`config.mk`:
```
export PLATFORM = sky130hd
export DESIGN_NAME = muldiv_unit
export DESIGN_NICKNAME = d
export VERILOG_FILES = /design/src/rtl/muldiv_unit.sv
export SDC_FILE = /design/constraint.sdc
export NUM_CORES = 1
export LEC_CHECK = 0
export ABC_AREA = 0
export ABC_CLOCK_PERIOD_IN_PS = 3300
export BUFFER_PORTS_ARGS = -buffer_cell sky130_fd_sc_hd__buf_2
export CAP_MARGIN = 20
export CORE_MARGIN = 3
export CORE_UTILIZATION = 30
export DETAILED_ROUTE_END_ITERATION = 10
export PLACE_DENSITY = 0.5
export RECOVER_POWER = 50
export SYNTH_ARGS = -nofsm -noshare
export SYNTH_HDL_FRONTEND = slang
export SYNTH_SLANG_ARGS = --single-unit
```
`constraint.sdc`:
```
create_clock -name clk -period 3.3 [get_ports clk]
set_input_delay 0.33 -clock clk [delete_from_list [all_inputs] [get_ports clk]]
set_output_delay 0.33 -clock clk [all_outputs]
set_load 0.01 [all_outputs]
```
`src/rtl/muldiv_unit.sv`:
```
`default_nettype none
// ============================================================================
// Module      : muldiv_unit
// Description : Iterative multiply/divide engine for the HI/LO datapath.
//               It handles unsigned and signed multiply (shift-add) and
//               unsigned and signed divide (restoring), one bit per clock,
//               behind a start/busy/done handshake. A divide by zero is
//               reported on div_by_zero.
//
// Ports       :
//   clk          in   1      system clock, rising edge
//   rst          in   1      asynchronous reset, active low
//   start        in   1      request pulse, sampled only when idle
//   op           in   2      00 MULU, 01 MUL, 10 DIVU, 11 DIV
//   a_in         in   WIDTH  multiplicand / dividend
//   b_in         in   WIDTH  multiplier / divisor
//   busy         out  1      operation in progress
//   done         out  1      one-cycle pulse, results valid from here on
//   hi_out       out  WIDTH  MUL: product high half, DIV: remainder
//   lo_out       out  WIDTH  MUL: product low half,  DIV: quotient
//   div_by_zero  out  1      last DIV had a zero divisor
//
// Revision    : 1.0  initial release
// ============================================================================
module muldiv_unit #(
  parameter int WIDTH = 32
) (
  input  logic             clk,
  input  logic             rst,
  input  logic             start,
  input  logic [1:0]       op,
  input  logic [WIDTH-1:0] a_in,
  input  logic [WIDTH-1:0] b_in,
  output logic             busy,
  output logic             done,
  output logic [WIDTH-1:0] hi_out,
  output logic [WIDTH-1:0] lo_out,
  output logic             div_by_zero
);

  localparam int             CW        = $clog2(WIDTH) + 1;
  localparam logic [CW-1:0]  LAST_ITER = CW'(WIDTH - 1);
  localparam logic [CW-1:0]  CNT_ONE   = CW'(1);

  typedef enum logic [1:0] {
    S_IDLE = 2'd0,
    S_RUN  = 2'd1,
    S_FIX  = 2'd2
  } state_e;

  state_e               state_q, state_d;
  logic                 div_q, div_d;          // operation is a divide
  logic                 dbz_pend_q, dbz_pend_d; // zero divisor detected at start
  logic                 neg_quo_q, neg_quo_d;  // negate product / quotient
  logic                 neg_rem_q, neg_rem_d;  // negate remainder
  logic [WIDTH-1:0]     a_q, a_d;              // multiplicand magnitude, or raw dividend on /0
  logic [WIDTH-1:0]     b_q, b_d;              // divisor magnitude
  logic [2*WIDTH-1:0]   acc_q, acc_d;          // MUL accumulator / DIV dividend+quotient
  logic [WIDTH-1:0]     rem_q, rem_d;          // DIV remainder (always < divisor)
  logic [CW-1:0]        cnt_q, cnt_d;
  logic                 busy_q, busy_d;
  logic                 done_q, done_d;
  logic [WIDTH-1:0]     hi_q, hi_d;
  logic [WIDTH-1:0]     lo_q, lo_d;
  logic                 dbz_q, dbz_d;

  // --------------------------------------------------------------------------
  // Operand conditioning at start
  // --------------------------------------------------------------------------
  logic             w_a_neg, w_b_neg;
  logic [WIDTH-1:0] w_a_mag, w_b_mag;

  assign w_a_neg = op[0] & a_in[WIDTH-1];
  assign w_b_neg = op[0] & b_in[WIDTH-1];
  // The most-negative value maps onto itself, which read unsigned is the
  // correct magnitude 2**(WIDTH-1).
  assign w_a_mag = w_a_neg ? -a_in : a_in;
  assign w_b_mag = w_b_neg ? -b_in : b_in;

  // --------------------------------------------------------------------------
  // Multiply step: add multiplicand into the high half when the current
  // multiplier bit (acc LSB) is set, then shift the whole accumulator right.
  // The carry out of the add becomes the new MSB.
  // --------------------------------------------------------------------------
  logic [WIDTH:0]     w_mul_sum;
  logic [2*WIDTH-1:0] w_mul_next;

  assign w_mul_sum  = {1'b0, acc_q[2*WIDTH-1:WIDTH]} + (acc_q[0] ? {1'b0, a_q} : '0);
  assign w_mul_next = {w_mul_sum, acc_q[WIDTH-1:1]};

  // --------------------------------------------------------------------------
  // Restoring divide step: shift the next dividend bit into the partial
  // remainder (WIDTH+1 bits wide) and subtract the divisor if it fits.
  // When it fits the true difference is below the divisor, so WIDTH bits of
  // the modular subtraction are exact.
  // --------------------------------------------------------------------------
  logic [WIDTH:0]     w_part;
  logic               w_fits;
  logic [WIDTH-1:0]   w_diff;
  logic [2*WIDTH-1:0] w_div_next;

  assign w_part     = {rem_q, acc_q[WIDTH-1]};
  assign w_fits     = (w_part >= {1'b0, b_q});
  assign w_diff     = w_part[WIDTH-1:0] - b_q;
  assign w_div_next = {acc_q[2*WIDTH-1:WIDTH], acc_q[WIDTH-2:0], w_fits};

  // --------------------------------------------------------------------------
  // Sign fix-up
  // --------------------------------------------------------------------------
  logic [2*WIDTH-1:0] w_prod;
  logic [WIDTH-1:0]   w_quo;
  logic [WIDTH-1:0]   w_rem;

  assign w_prod = neg_quo_q ? -acc_q : acc_q;
  assign w_quo  = neg_quo_q ? -acc_q[WIDTH-1:0] : acc_q[WIDTH-1:0];
  assign w_rem  = neg_rem_q ? -rem_q : rem_q;

  // --------------------------------------------------------------------------
  // Next-state logic
  // --------------------------------------------------------------------------
  always_comb begin
    state_d    = state_q;
    div_d      = div_q;
    dbz_pend_d = dbz_pend_q;
    neg_quo_d  = neg_quo_q;
    neg_rem_d  = neg_rem_q;
    a_d        = a_q;
    b_d        = b_q;
    acc_d      = acc_q;
    rem_d      = rem_q;
    cnt_d      = cnt_q;
    busy_d     = busy_q;
    done_d     = 1'b0;
    hi_d       = hi_q;
    lo_d       = lo_q;
    dbz_d      = dbz_q;

    case (state_q)
      S_IDLE: begin
        if (start) begin
          div_d     = op[1];
          neg_quo_d = w_a_neg ^ w_b_neg;
          neg_rem_d = w_a_neg;
          b_d       = w_b_mag;
          rem_d     = '0;
          cnt_d     = '0;
          dbz_d     = 1'b0;
          busy_d    = 1'b1;
          if (op[1] && (b_in == '0)) begin
            // Nothing to iterate: report straight from FIX with the raw dividend.
            dbz_pend_d = 1'b1;
            a_d        = a_in;
            state_d    = S_FIX;
          end else begin
            dbz_pend_d = 1'b0;
            a_d        = w_a_mag;
            acc_d      = op[1] ? {{WIDTH{1'b0}}, w_a_mag} : {{WIDTH{1'b0}}, w_b_mag};
            state_d    = S_RUN;
          end
        end
      end

      S_RUN: begin
        if (div_q) begin
          acc_d = w_div_next;
          rem_d = w_fits ? w_diff : w_part[WIDTH-1:0];
        end else begin
          acc_d = w_mul_next;
        end
        cnt_d = cnt_q + CNT_ONE;
        if (cnt_q == LAST_ITER) begin
          state_d = S_FIX;
        end
      end

      S_FIX: begin
        busy_d  = 1'b0;
        done_d  = 1'b1;
        state_d = S_IDLE;
        if (dbz_pend_q) begin
          hi_d  = a_q;
          lo_d  = '1;
          dbz_d = 1'b1;
        end else if (div_q) begin
          hi_d = w_rem;
          lo_d = w_quo;
        end else begin
          hi_d = w_prod[2*WIDTH-1:WIDTH];
          lo_d = w_prod[WIDTH-1:0];
        end
      end

      default: begin
        state_d = S_IDLE;
        busy_d  = 1'b0;
      end
    endcase
  end

  // --------------------------------------------------------------------------
  // State registers
  // --------------------------------------------------------------------------
  always_ff @(posedge clk or negedge rst) begin
    if (!rst) begin
      state_q    <= S_IDLE;
      div_q      <= 1'b0;
      dbz_pend_q <= 1'b0;
      neg_quo_q  <= 1'b0;
      neg_rem_q  <= 1'b0;
      a_q        <= '0;
      b_q        <= '0;
      acc_q      <= '0;
      rem_q      <= '0;
      cnt_q      <= '0;
      busy_q     <= 1'b0;
      done_q     <= 1'b0;
      hi_q       <= '0;
      lo_q       <= '0;
      dbz_q      <= 1'b0;
    end else begin
      state_q    <= state_d;
      div_q      <= div_d;
      dbz_pend_q <= dbz_pend_d;
      neg_quo_q  <= neg_quo_d;
      neg_rem_q  <= neg_rem_d;
      a_q        <= a_d;
      b_q        <= b_d;
      acc_q      <= acc_d;
      rem_q      <= rem_d;
      cnt_q      <= cnt_d;
      busy_q     <= busy_d;
      done_q     <= done_d;
      hi_q       <= hi_d;
      lo_q       <= lo_d;
      dbz_q      <= dbz_d;
    end
  end

  assign busy        = busy_q;
  assign done        = done_q;
  assign hi_out      = hi_q;
  assign lo_out      = lo_q;
  assign div_by_zero = dbz_q;

endmodule
`default_nettype wire

```
==> results of run 1 <==
-- power groups by stage --
stage	logic, W	registers, W	clock network [W]
after CTS	0.0133	0.00556	0.00398
after floorplan	0.00851	0.00524	0
after detailed placement	0.0132	0.00560	0
after global routing	0.0146	0.00576	0.00409
final	0.0133	0.00561	0.00390
after global placement	0.0132	0.00558	0
-- final timing paths --
kind / slack, ns / to
min reg2reg: 0.47 / lo_out[0]$_DFFE_PN0P_
max in group asynchronous: 0.58 / b_q[31]$_DFFE_PN0P_
min: 0.05 / a_q[1]$_DFFE_PN0P_
min in group asynchronous: 0.84 / acc_q[62]$_DFFE_PN0P_
max reg2reg: 0.15 / hi_out[30]$_DFFE_PN0P_
max: 0.15 / hi_out[30]$_DFFE_PN0P_
-- area by class of cell --
cell class | instances | area, um^2 | share of cell area (%)
clock inverter | 20 | 329 | 1.54
tap | 765 | 957 | 4.48
inverter | 62 | 233 | 1.09
timing repair buffer | 288 | 1860 | 8.73
antenna | 1 | 2.50 | 0.0117
sequential | 239 | 5980 | 28.0
multi-input combinational | 1765 | 11100 | 52.2
clock buffer | 37 | 838 | 3.93
-- worst max-delay path, cell delays in order (launching register included) --
cell	delay, ns
dfrtp_1	0.38
nor3_1	0.43
nand4_1	0.17
or2_1	0.32
or4_4	0.60
o31a_1	0.39
a21oi_2	0.14
xnor2_1	0.09
a222oi_1	0.39
o21ai_1	0.10
-- placed cells by master, fill, tap and decap left out, drive strengths merged, types with 8 or more instances in the layout --
| cell type | Yosys | layout |
|---|---|---|
| bufinv | 0 | 8 |
| mux2i | 82 | 82 |
| xnor2 | 119 | 119 |
| and2 | 41 | 41 |
| clkbuf | 102 | 68 |
| nor3 | 42 | 42 |
| a22o | 28 | 28 |
| a211oi | 10 | 10 |
| nor4 | 14 | 14 |
| a21o | 24 | 24 |
| ha | 69 | 69 |
| xor2 | 108 | 108 |
| nand4 | 17 | 17 |
| nor2 | 174 | 174 |
| inv | 62 | 65 |
| nand2 | 289 | 289 |
| a31oi | 12 | 12 |
| clkinv | 0 | 8 |
| or2 | 16 | 16 |
| nand3 | 52 | 52 |
| a221oi | 9 | 9 |
| and3 | 15 | 15 |
| o21ai | 246 | 246 |
| o211ai | 13 | 13 |
| or4 | 19 | 19 |
| o31ai | 35 | 35 |
| nand2b | 14 | 14 |
| nor2b | 13 | 13 |
| dfrtp | 239 | 239 |
| o41ai | 20 | 20 |
| a21oi | 176 | 176 |
| buf | 26 | 256 |
| or3 | 26 | 26 |
-- cells by family after synthesis --
group	count (synthesis)	share of synthesized area [%]
AND/OR/NAND/NOR	748	19.6
multiplexers	85	4.79
buffers and inverters	190	4.28
flip-flops	239	33.5
adder cells (fa/ha/maj)	71	5.06
XOR/XNOR	227	11.1
AO/OA/AOI/OAI	634	21.6
-- stage by stage --
step	hold slack (ns)	util, %	total power, W
after floorplan	0.0344	-	0.0137
after CTS	0.0129	36.7	0.0228
after global routing	0.0633	36.7	0.0245
after global placement	0.346	34.7	0.0187
after detailed placement	0.340	34.7	0.0188
final	0.0493	36.7	0.0228
-- layer usage --
metal | GRT usage [%] | vias to the layer above | share of wire [%]
li1 | - | 8189 | -
met1 | 29.4 | 8402 | 44
met3 | 3.41 | 101 | 6.1
met2 | 34.8 | 575 | 46
met4 | 6.91 | 0 | 3.3
met5 | 0 | - | 0
-- flip-flops by register name (all words and copies together) (netlist names) --
register and cells:
div_by_zero 1, div_q 1, cnt_q 6, busy 1
done 1, rem_q 32, neg_quo_q 1, state_q 2
dbz_pend_q 1, hi_out 32, b_q 32, acc_q 64
lo_out 32, neg_rem_q 1, a_q 32
-- timing repair --
action | 4_1_cts | 5_1_grt
setup endpoints to repair | 0 | 44
hold buffers | 1 | 0
buffers inserted | 0 | 2
hold endpoints to repair | 65 | 0
resized for setup | 0 | 11
==> report_table.html, run 1 <==
<table>
<tr><th>Metric</th><th>Value</th></tr>
<tr><th colspan="2">STA</th></tr>
<tr><td>Maximum frequency from static timing analysis</td><td>317 MHz</td></tr>
<tr><td>Count of pins over their slew limit</td><td>68</td></tr>
<tr><td>Final worst path period need</td><td>3.15 ns</td></tr>
<tr><td>Post-route worst setup slack</td><td>0.147 ns</td></tr>
<tr><td>Setup skew after layout</td><td>0.0435 ns</td></tr>
<tr><td>Worst-margin pin slew</td><td>2.02 ns</td></tr>
<tr><td>Post-route clock period utilization</td><td>95.6%</td></tr>
<tr><td>Final setup violating endpoints</td><td>0</td></tr>
<tr><td>Final hold violation count</td><td>0</td></tr>
<tr><td>Sum Neg Setup Slack</td><td>0 ns</td></tr>
<tr><td>Tightest slew margin relative to the limit</td><td>-34.5%</td></tr>
<tr><th colspan="2">Pwr</th></tr>
<tr><td>Fraction of power spent switching nets</td><td>47.6%</td></tr>
<tr><td>Switching power summed over all nets</td><td>0.0109 W</td></tr>
<tr><td>Sequential Power Share</td><td>24.6%</td></tr>
<tr><td>Part of the power in combinational logic</td><td>58.4%</td></tr>
<tr><td>Static leakage power</td><td>9.49 nW</td></tr>
<tr><td>IR Drop Worst-Case VDD</td><td>0.511 mV</td></tr>
<tr><td>Internal power consumption</td><td>0.0120 W</td></tr>
<tr><td>PwrDens</td><td>1070 nW/um^2</td></tr>
<tr><td>Clock share of power</td><td>17.1%</td></tr>
<tr><th colspan="2">Run status</th></tr>
<tr><td>Failing checks</td><td>max-capacitance violations, max-slew violations</td></tr>
<tr><td>Result of the run</td><td>complete, but fails checks</td></tr>
<tr><th colspan="2">Placement</th></tr>
<tr><td>Number of cells after detailed placement</td><td>3116</td></tr>
<tr><td>Standard cell area after detailed placement</td><td>20200 um^2</td></tr>
<tr><td>Port Buffer Count</td><td>135</td></tr>
<tr><td>Post-placement setup slack</td><td>0.0755 ns</td></tr>
<tr><td>Gpl congestion</td><td>0.938</td></tr>
<tr><td>Half-perimeter wire length after placement</td><td>55000 um</td></tr>
<tr><th colspan="2">Synthesis</th></tr>
<tr><td>Fraction of the yosys area taken by sequential cells</td><td>33.5%</td></tr>
<tr><td>Most used standard cells in the synthesized netlist</td><td>nand2_1 (289), o21ai_0 (241), dfrtp_1 (239)</td></tr>
<tr><td>Count of flip-flops with a built-in enable after synthesis</td><td>0</td></tr>
<tr><td>Fraction of post-synthesis cell area in the top cell type by area</td><td>33.5%</td></tr>
<tr><td>Synth async-reset ratio</td><td>100%</td></tr>
<tr><td>Post-synth top flop</td><td>dfrtp_1</td></tr>
<tr><td>Cell types occupying the most area after synthesis</td><td>dfrtp_1 (34%), o21ai_0 (6.8%), nand2_1 (6.1%), xnor2_1 (5.8%), xor2_1 (5.3%)</td></tr>
<tr><td>Syn Nets</td><td>2334</td></tr>
<tr><td>Netlist Area Pre-Place</td><td>17800 um^2</td></tr>
<tr><td>Synthesis-stage register bit count</td><td>239</td></tr>
<tr><td>Post-Synthesis Cells</td><td>2194</td></tr>
<tr><td>Cell accounting for the most synthesized area</td><td>dfrtp_1</td></tr>
<tr><td>Total of warnings raised by yosys</td><td>0</td></tr>
<tr><td>Most frequent cell after synthesis</td><td>nand2_1</td></tr>
<tr><td>Number of unique standard cell types used by synthesis</td><td>79</td></tr>
<tr><td>Per-instance average area after synthesis</td><td>8.13 um^2</td></tr>
<tr><th colspan="2">Clock network</th></tr>
<tr><td>Maximum clock insertion buffer count</td><td>3</td></tr>
<tr><td>Clock-pin slew of the registers on the worst-case setup and hold paths</td><td>0.06 ns</td></tr>
<tr><td>Clock tree sinks</td><td>239</td></tr>
<tr><td>Clock latency on the worst-skew pair</td><td>0.61 ns</td></tr>
<tr><td>Number of clock buffers inserted by TritonCTS</td><td>31</td></tr>
<tr><td>Cell chosen for the clock root</td><td>clkbuf_16</td></tr>
<tr><td>CTS H-Tree Depth</td><td>1</td></tr>
<tr><td>CTS tree</td><td>done</td></tr>
<tr><th colspan="2">Routing</th></tr>
<tr><td>Via count normalized by instance count</td><td>5.44</td></tr>
<tr><td>Total Wirelength</td><td>69400 um</td></tr>
<tr><td>Number of detailed-routing iterations run before antenna repair</td><td>7</td></tr>
<tr><td>Routed vias</td><td>17300</td></tr>
<tr><td>Remaining design rule violation count</td><td>0</td></tr>
<tr><td>DRT antenna net count</td><td>0</td></tr>
<tr><td>1st-iter DRT viols</td><td>1302</td></tr>
<tr><td>Routed len/inst</td><td>21.8 um</td></tr>
<tr><th colspan="2">Global route</th></tr>
<tr><td>Pin count of the biggest net entering global routing</td><td>80</td></tr>
<tr><td>Total overflow reported by the global router</td><td>0</td></tr>
<tr><td>Wire length of the first global-routing pass</td><td>105000 um</td></tr>
<tr><td>GR Util All Layers</td><td>21.5%</td></tr>
<tr><td>Vias in the first global route</td><td>16800</td></tr>
<tr><td>Initial antenna violation count</td><td>3</td></tr>
<tr><th colspan="2">Setup path</th></tr>
<tr><td>Worst setup startpoint</td><td>acc_q[24]$_DFFE_PN0P_</td></tr>
<tr><td>Arrival time at the worst endpoint</td><td>3.60 ns</td></tr>
<tr><td>Path depth of the worst reg2reg path</td><td>9</td></tr>
<tr><td>Worst R2R Start</td><td>acc_q[24]$_DFFE_PN0P_</td></tr>
<tr><td>Crit end category</td><td>flip-flop</td></tr>
<tr><td>Kind of start point of the critical path</td><td>flip-flop</td></tr>
<tr><td>Data required time at the worst endpoint</td><td>3.75 ns</td></tr>
<tr><td>Kind of critical path</td><td>flip-flop to flip-flop</td></tr>
<tr><td>Maximum fanout along the worst path</td><td>4</td></tr>
<tr><th colspan="2">Finish</th></tr>
<tr><td>Post-layout instance count excluding filler cells</td><td>3177</td></tr>
<tr><td>Layout cells sized above 1</td><td>15.0%</td></tr>
<tr><td>Cell area after layout</td><td>21400 um^2</td></tr>
<tr><td># fillers</td><td>6061</td></tr>
<tr><td>Final layout net count</td><td>2527</td></tr>
<tr><td>Signed area change from the synthesized netlist to the final layout</td><td>19.7%</td></tr>
<tr><th colspan="2">Floorplanning</th></tr>
<tr><td>Effective utilization at floorplan</td><td>30.6%</td></tr>
<tr><td>Standard-cell rows</td><td>88</td></tr>
<tr><td>Width of the die</td><td>250 um</td></tr>
<tr><td>Area inside the core boundary</td><td>58200 um^2</td></tr>
<tr><td>Num ports</td><td>136</td></tr>
<tr><td>Die footprint</td><td>62400 um^2</td></tr>
<tr><td>Die extent in y</td><td>250 um</td></tr>
<tr><th colspan="2">Min path</th></tr>
<tr><td>Min-Delay Path Class</td><td>input pin to flip-flop</td></tr>
<tr><td>Start point of the worst min-delay path</td><td>a_in[1]</td></tr>
<tr><td>Hold Path Depth</td><td>3</td></tr>
<tr><th colspan="2">Job</th></tr>
<tr><td>Max-capacitance violation count</td><td>1</td></tr>
</table>
Power figures use the tool's default switching activity.
==> run 2, diff against run 1 <==
BUFFER_PORTS_ARGS = not set   (was -buffer_cell sky130_fd_sc_hd__buf_2)
CTS_CLUSTER_SIZE = 25   (was not set)
DONT_BUFFER_PORTS = 1   (was not set)
PLACE_DENSITY = 0.48   (was 0.5)
==> report_table.html, run 2 (same netlist as run 1, synthesis figures left out) <==
<table>
<tr><th>Metric</th><th>Value</th></tr>
<tr><th colspan="2">Finish</th></tr>
<tr><td>Area taken by flip-flops and latches</td><td>5990 um^2 (about the same)</td></tr>
<tr><td>Most common cell after layout, fill and taps aside</td><td>nand2_1</td></tr>
<tr><td># fillers</td><td>6018 (-0.71%)</td></tr>
<tr><td>Post-route core utilization</td><td>35.8% (-0.85 points)</td></tr>
<tr><td>Cell area after layout</td><td>20900 um^2 (-2.3%)</td></tr>
<tr><td>Post-layout instance count excluding filler cells</td><td>3062 (-3.6%)</td></tr>
<tr><td>Most flop-heavy register</td><td>acc_q</td></tr>
<tr><td>Signed area change from the synthesized netlist to the final layout</td><td>16.9%</td></tr>
<tr><td>Layout cells sized above 1</td><td>11.0% (-4.0 points)</td></tr>
<tr><td>Commonest cells after routing, fill and taps aside</td><td>nand2_1 (288), o21ai_0 (238), dfrtp_1 (237), a21oi_1 (170), nor2_1 (169)</td></tr>
<tr><td>Final layout net count</td><td>2409 (-4.7%)</td></tr>
<tr><td>Largest register FFs</td><td>64 (unchanged)</td></tr>
<tr><td>Total area of multi-input combinational cells</td><td>11200 um^2 (+0.20%)</td></tr>
<tr><th colspan="2">Pwr</th></tr>
<tr><td>IR Drop Worst-Case VDD</td><td>0.519 mV (+1.7%)</td></tr>
<tr><td>Sequential Power Share</td><td>26.5% (+1.9 points)</td></tr>
<tr><td>Part of the power in combinational logic</td><td>56.7% (-1.7 points)</td></tr>
<tr><td>PwrDens</td><td>1060 nW/um^2 (-0.37%)</td></tr>
<tr><td>Static leakage power</td><td>9.08 nW (-4.3%)</td></tr>
<tr><td>Power consumption</td><td>0.0222 W (-2.7%)</td></tr>
<tr><td>Fraction of power spent switching nets</td><td>48.4% (+0.79 points)</td></tr>
<tr><td>Internal power consumption</td><td>0.0115 W (-4.2%)</td></tr>
<tr><td>Switching power summed over all nets</td><td>0.0107 W (-1.1%)</td></tr>
<tr><td>Clock share of power</td><td>16.8% (-0.3 points)</td></tr>
<tr><th colspan="2">Placement</th></tr>
<tr><td>Gpl congestion</td><td>0.969 (+3.3%)</td></tr>
<tr><td>Number of cells after detailed placement</td><td>2974 (-4.6%)</td></tr>
<tr><td>Standard cell area after detailed placement</td><td>19400 um^2 (-3.7%)</td></tr>
<tr><td>Half-perimeter wire length after placement</td><td>54100 um (-1.5%)</td></tr>
<tr><td>Post-placement setup slack</td><td>0.0312 ns (-0.0443 ns)</td></tr>
<tr><td>Port Buffer Count</td><td>0 (-100%)</td></tr>
<tr><th colspan="2">Floorplanning</th></tr>
<tr><td>Effective utilization at floorplan</td><td>30.6% (unchanged)</td></tr>
<tr><td>Die footprint</td><td>62400 um^2 (unchanged)</td></tr>
<tr><td>Die extent in y</td><td>250 um (unchanged)</td></tr>
<tr><td>Num ports</td><td>136 (unchanged)</td></tr>
<tr><td>Area inside the core boundary</td><td>58200 um^2 (unchanged)</td></tr>
<tr><td>Standard-cell rows</td><td>88 (unchanged)</td></tr>
<tr><td>Width of the die</td><td>250 um (unchanged)</td></tr>
<tr><th colspan="2">Routing</th></tr>
<tr><td>1st-iter DRT viols</td><td>1562 (+20%)</td></tr>
<tr><td>Number of detailed-routing iterations run before antenna repair</td><td>6 (-1)</td></tr>
<tr><td>Total Wirelength</td><td>70400 um (+1.5%)</td></tr>
<tr><td>Routed len/inst</td><td>23.0 um (+5.3%)</td></tr>
<tr><td>Remaining design rule violation count</td><td>0 (unchanged)</td></tr>
<tr><td>DRT antenna net count</td><td>0 (unchanged)</td></tr>
<tr><td>Routed vias</td><td>16900 (-2.4%)</td></tr>
<tr><td>Via count normalized by instance count</td><td>5.50 (+1.3%)</td></tr>
<tr><th colspan="2">STA</th></tr>
<tr><td>Post-route clock period utilization</td><td>95.6% (about the same)</td></tr>
<tr><td>Count of pins over their slew limit</td><td>0 (-100%)</td></tr>
<tr><td>Final worst path period need</td><td>3.16 ns (+0.00261 ns)</td></tr>
<tr><td>Final setup violating endpoints</td><td>0 (unchanged)</td></tr>
<tr><td>Tightest slew margin relative to the limit</td><td>10.2% (+45 points)</td></tr>
<tr><td>Unrepaired setup endpoints after global routing</td><td>true</td></tr>
<tr><td>Maximum frequency from static timing analysis</td><td>317 MHz (about the same)</td></tr>
<tr><td>Final hold violation count</td><td>239 (+239)</td></tr>
<tr><td>Post-route worst setup slack</td><td>0.144 ns (-0.00261 ns)</td></tr>
<tr><td>Worst hold slack</td><td>-0.517 ns (-0.566 ns)</td></tr>
<tr><td>Setup skew after layout</td><td>0.0215 ns (-0.0220 ns)</td></tr>
<tr><td>Worst-margin pin slew</td><td>1.35 ns (-0.670 ns)</td></tr>
<tr><th colspan="2">Min path</th></tr>
<tr><td>Min-Delay Path Class</td><td>input pin to asynchronous set/reset pin</td></tr>
<tr><th colspan="2">Setup path</th></tr>
<tr><td>Crit end category</td><td>flip-flop</td></tr>
<tr><td>Arrival time at the worst endpoint</td><td>3.56 ns (-0.04 ns)</td></tr>
<tr><td>Maximum fanout along the worst path</td><td>6 (+2)</td></tr>
<tr><td>Data required time at the worst endpoint</td><td>3.70 ns (-0.05 ns)</td></tr>
<tr><td>Kind of start point of the critical path</td><td>flip-flop</td></tr>
<tr><td>Kind of critical path</td><td>flip-flop to flip-flop</td></tr>
<tr><th colspan="2">Clock network</th></tr>
<tr><td>CTS tree</td><td>done</td></tr>
<tr><td>Maximum clock insertion buffer count</td><td>3 (unchanged)</td></tr>
<tr><td>Cell chosen for the clock root</td><td>clkbuf_16</td></tr>
<tr><td>Count of hold-fix buffers inserted at cts</td><td>23 (+22)</td></tr>
<tr><td>CTS H-Tree Depth</td><td>2 (+1)</td></tr>
<tr><td>Number of clock buffers inserted by TritonCTS</td><td>34 (+9.7%)</td></tr>
<tr><td>Clock tree sinks</td><td>239 (unchanged)</td></tr>
<tr><td>Clock-pin slew of the registers on the worst-case setup and hold paths</td><td>0.05 ns (about the same)</td></tr>
<tr><td>Clock latency on the worst-skew pair</td><td>0.56 ns (-0.05 ns)</td></tr>
<tr><th colspan="2">Global route</th></tr>
<tr><td>Total overflow reported by the global router</td><td>0 (unchanged)</td></tr>
<tr><td>Vias in the first global route</td><td>16400 (-2.4%)</td></tr>
<tr><td>Wire length of the first global-routing pass</td><td>106000 um (+0.65%)</td></tr>
<tr><td>GR Util All Layers</td><td>22.0% (+0.43 points)</td></tr>
<tr><td>Initial antenna violation count</td><td>2 (-1)</td></tr>
<tr><td>Pin count of the biggest net entering global routing</td><td>240 (+200%)</td></tr>
<tr><th colspan="2">Run status</th></tr>
<tr><td>Failing checks</td><td>negative hold slack</td></tr>
<tr><td>Result of the run</td><td>complete, but fails checks</td></tr>
<tr><th colspan="2">Job</th></tr>
<tr><td>Max-capacitance violation count</td><td>0 (-1)</td></tr>
</table>
==> run 2: cell count changes in the layout (fill, tap and decap cells not counted), sizes merged <==
cell / previous run / this run
bufinv: 8 / 1
diode: 1 / 2
buf: 256 / 143
dlygate4sd3: 1 / 23
inv: 65 / 63
clkinv: 8 / 10
clkinvlp: 1 / 2
clkbuf: 68 / 49
==> run 2: power groups by stage <==
stage	clock network, W	logic, W	registers [W]
2_1_floorplan	0	0.00851	0.00524
5_1_grt	0.00393	0.0138	0.00605
6_report	0.00373	0.0126	0.00589
4_1_cts	0.00382	0.0125	0.00588
3_3_place_gp	0	0.0124	0.00589
3_5_place_dp	0	0.0124	0.00592
==> run 2: critical path: stages (launching register included) <==
cell and delay, ns:
dfrtp_1 0.39, nor3_2 0.24, nand4_1 0.18, buf_4 0.21, or3_4 0.39, or4_4 0.55
or2_2 0.37, o21ai_1 0.17, xnor2_1 0.10, o21ai_0 0.29, o21ai_0 0.11
==> run 2: path summary, 6_finish.rpt <==
| path | endpoint | slack (ns) | from | depth (start not counted) |
|---|---|---|---|---|
| max | hi_out[20]$_DFFE_PN0P_ | 0.14 | acc_q[13]$_DFFE_PN0P_ | 10 |
| min | rem_q[23]$_DFFE_PN0P_ | -0.52 | rst | 0 |
| max reg2reg | hi_out[20]$_DFFE_PN0P_ | 0.14 | acc_q[13]$_DFFE_PN0P_ | 10 |
| min reg2reg | b_q[22]$_DFFE_PN0P_ | 0.48 | b_q[22]$_DFFE_PN0P_ | 2 |
| max in group asynchronous | acc_q[13]$_DFFE_PN0P_ | 3.33 | rst | 0 |
| min in group clk | a_q[30]$_DFFE_PN0P_ | 0.02 | a_in[30] | 2 |
==> run 2: through the flow <==
stage / TNS, ns / hold slack [ns]
3_5_place_dp: 0 / 0.0502
5_1_grt: -0.0257 / -0.531
4_1_cts: 0 / -0.538
2_1_floorplan: 0 / 0.0344
6_report: 0 / -0.517
3_3_place_gp: 0 / 0.0641
==> run 2: final cells by class <==
type / instances / area share (%)
Multi-Input combinational cell: 1765 / 53.6
Sequential cell: 239 / 28.7
Timing Repair Buffer: 167 / 6.63
Clock buffer: 48 / 4.77
Tap cell: 765 / 4.59
Inverter: 62 / 1.12
Clock inverter: 14 / 0.624
Antenna cell: 2 / 0.0240
==> run 2: per-layer routing <==
layer | GRT usage [%] | share of wire [%] | up-vias
li1 | - | - | 7950
met1 | 29.9 | 44 | 8154
met2 | 34.1 | 44 | 628
met3 | 4.13 | 7.1 | 123
met4 | 9.17 | 4.3 | 0
met5 | 0 | 0 | -
==> run 2: timing repair <==
action	4_1_cts	5_1_grt
endpoints found under the hold margin	262	239
setup endpoints to repair	0	17
resized for setup	0	14
buffers inserted	0	1
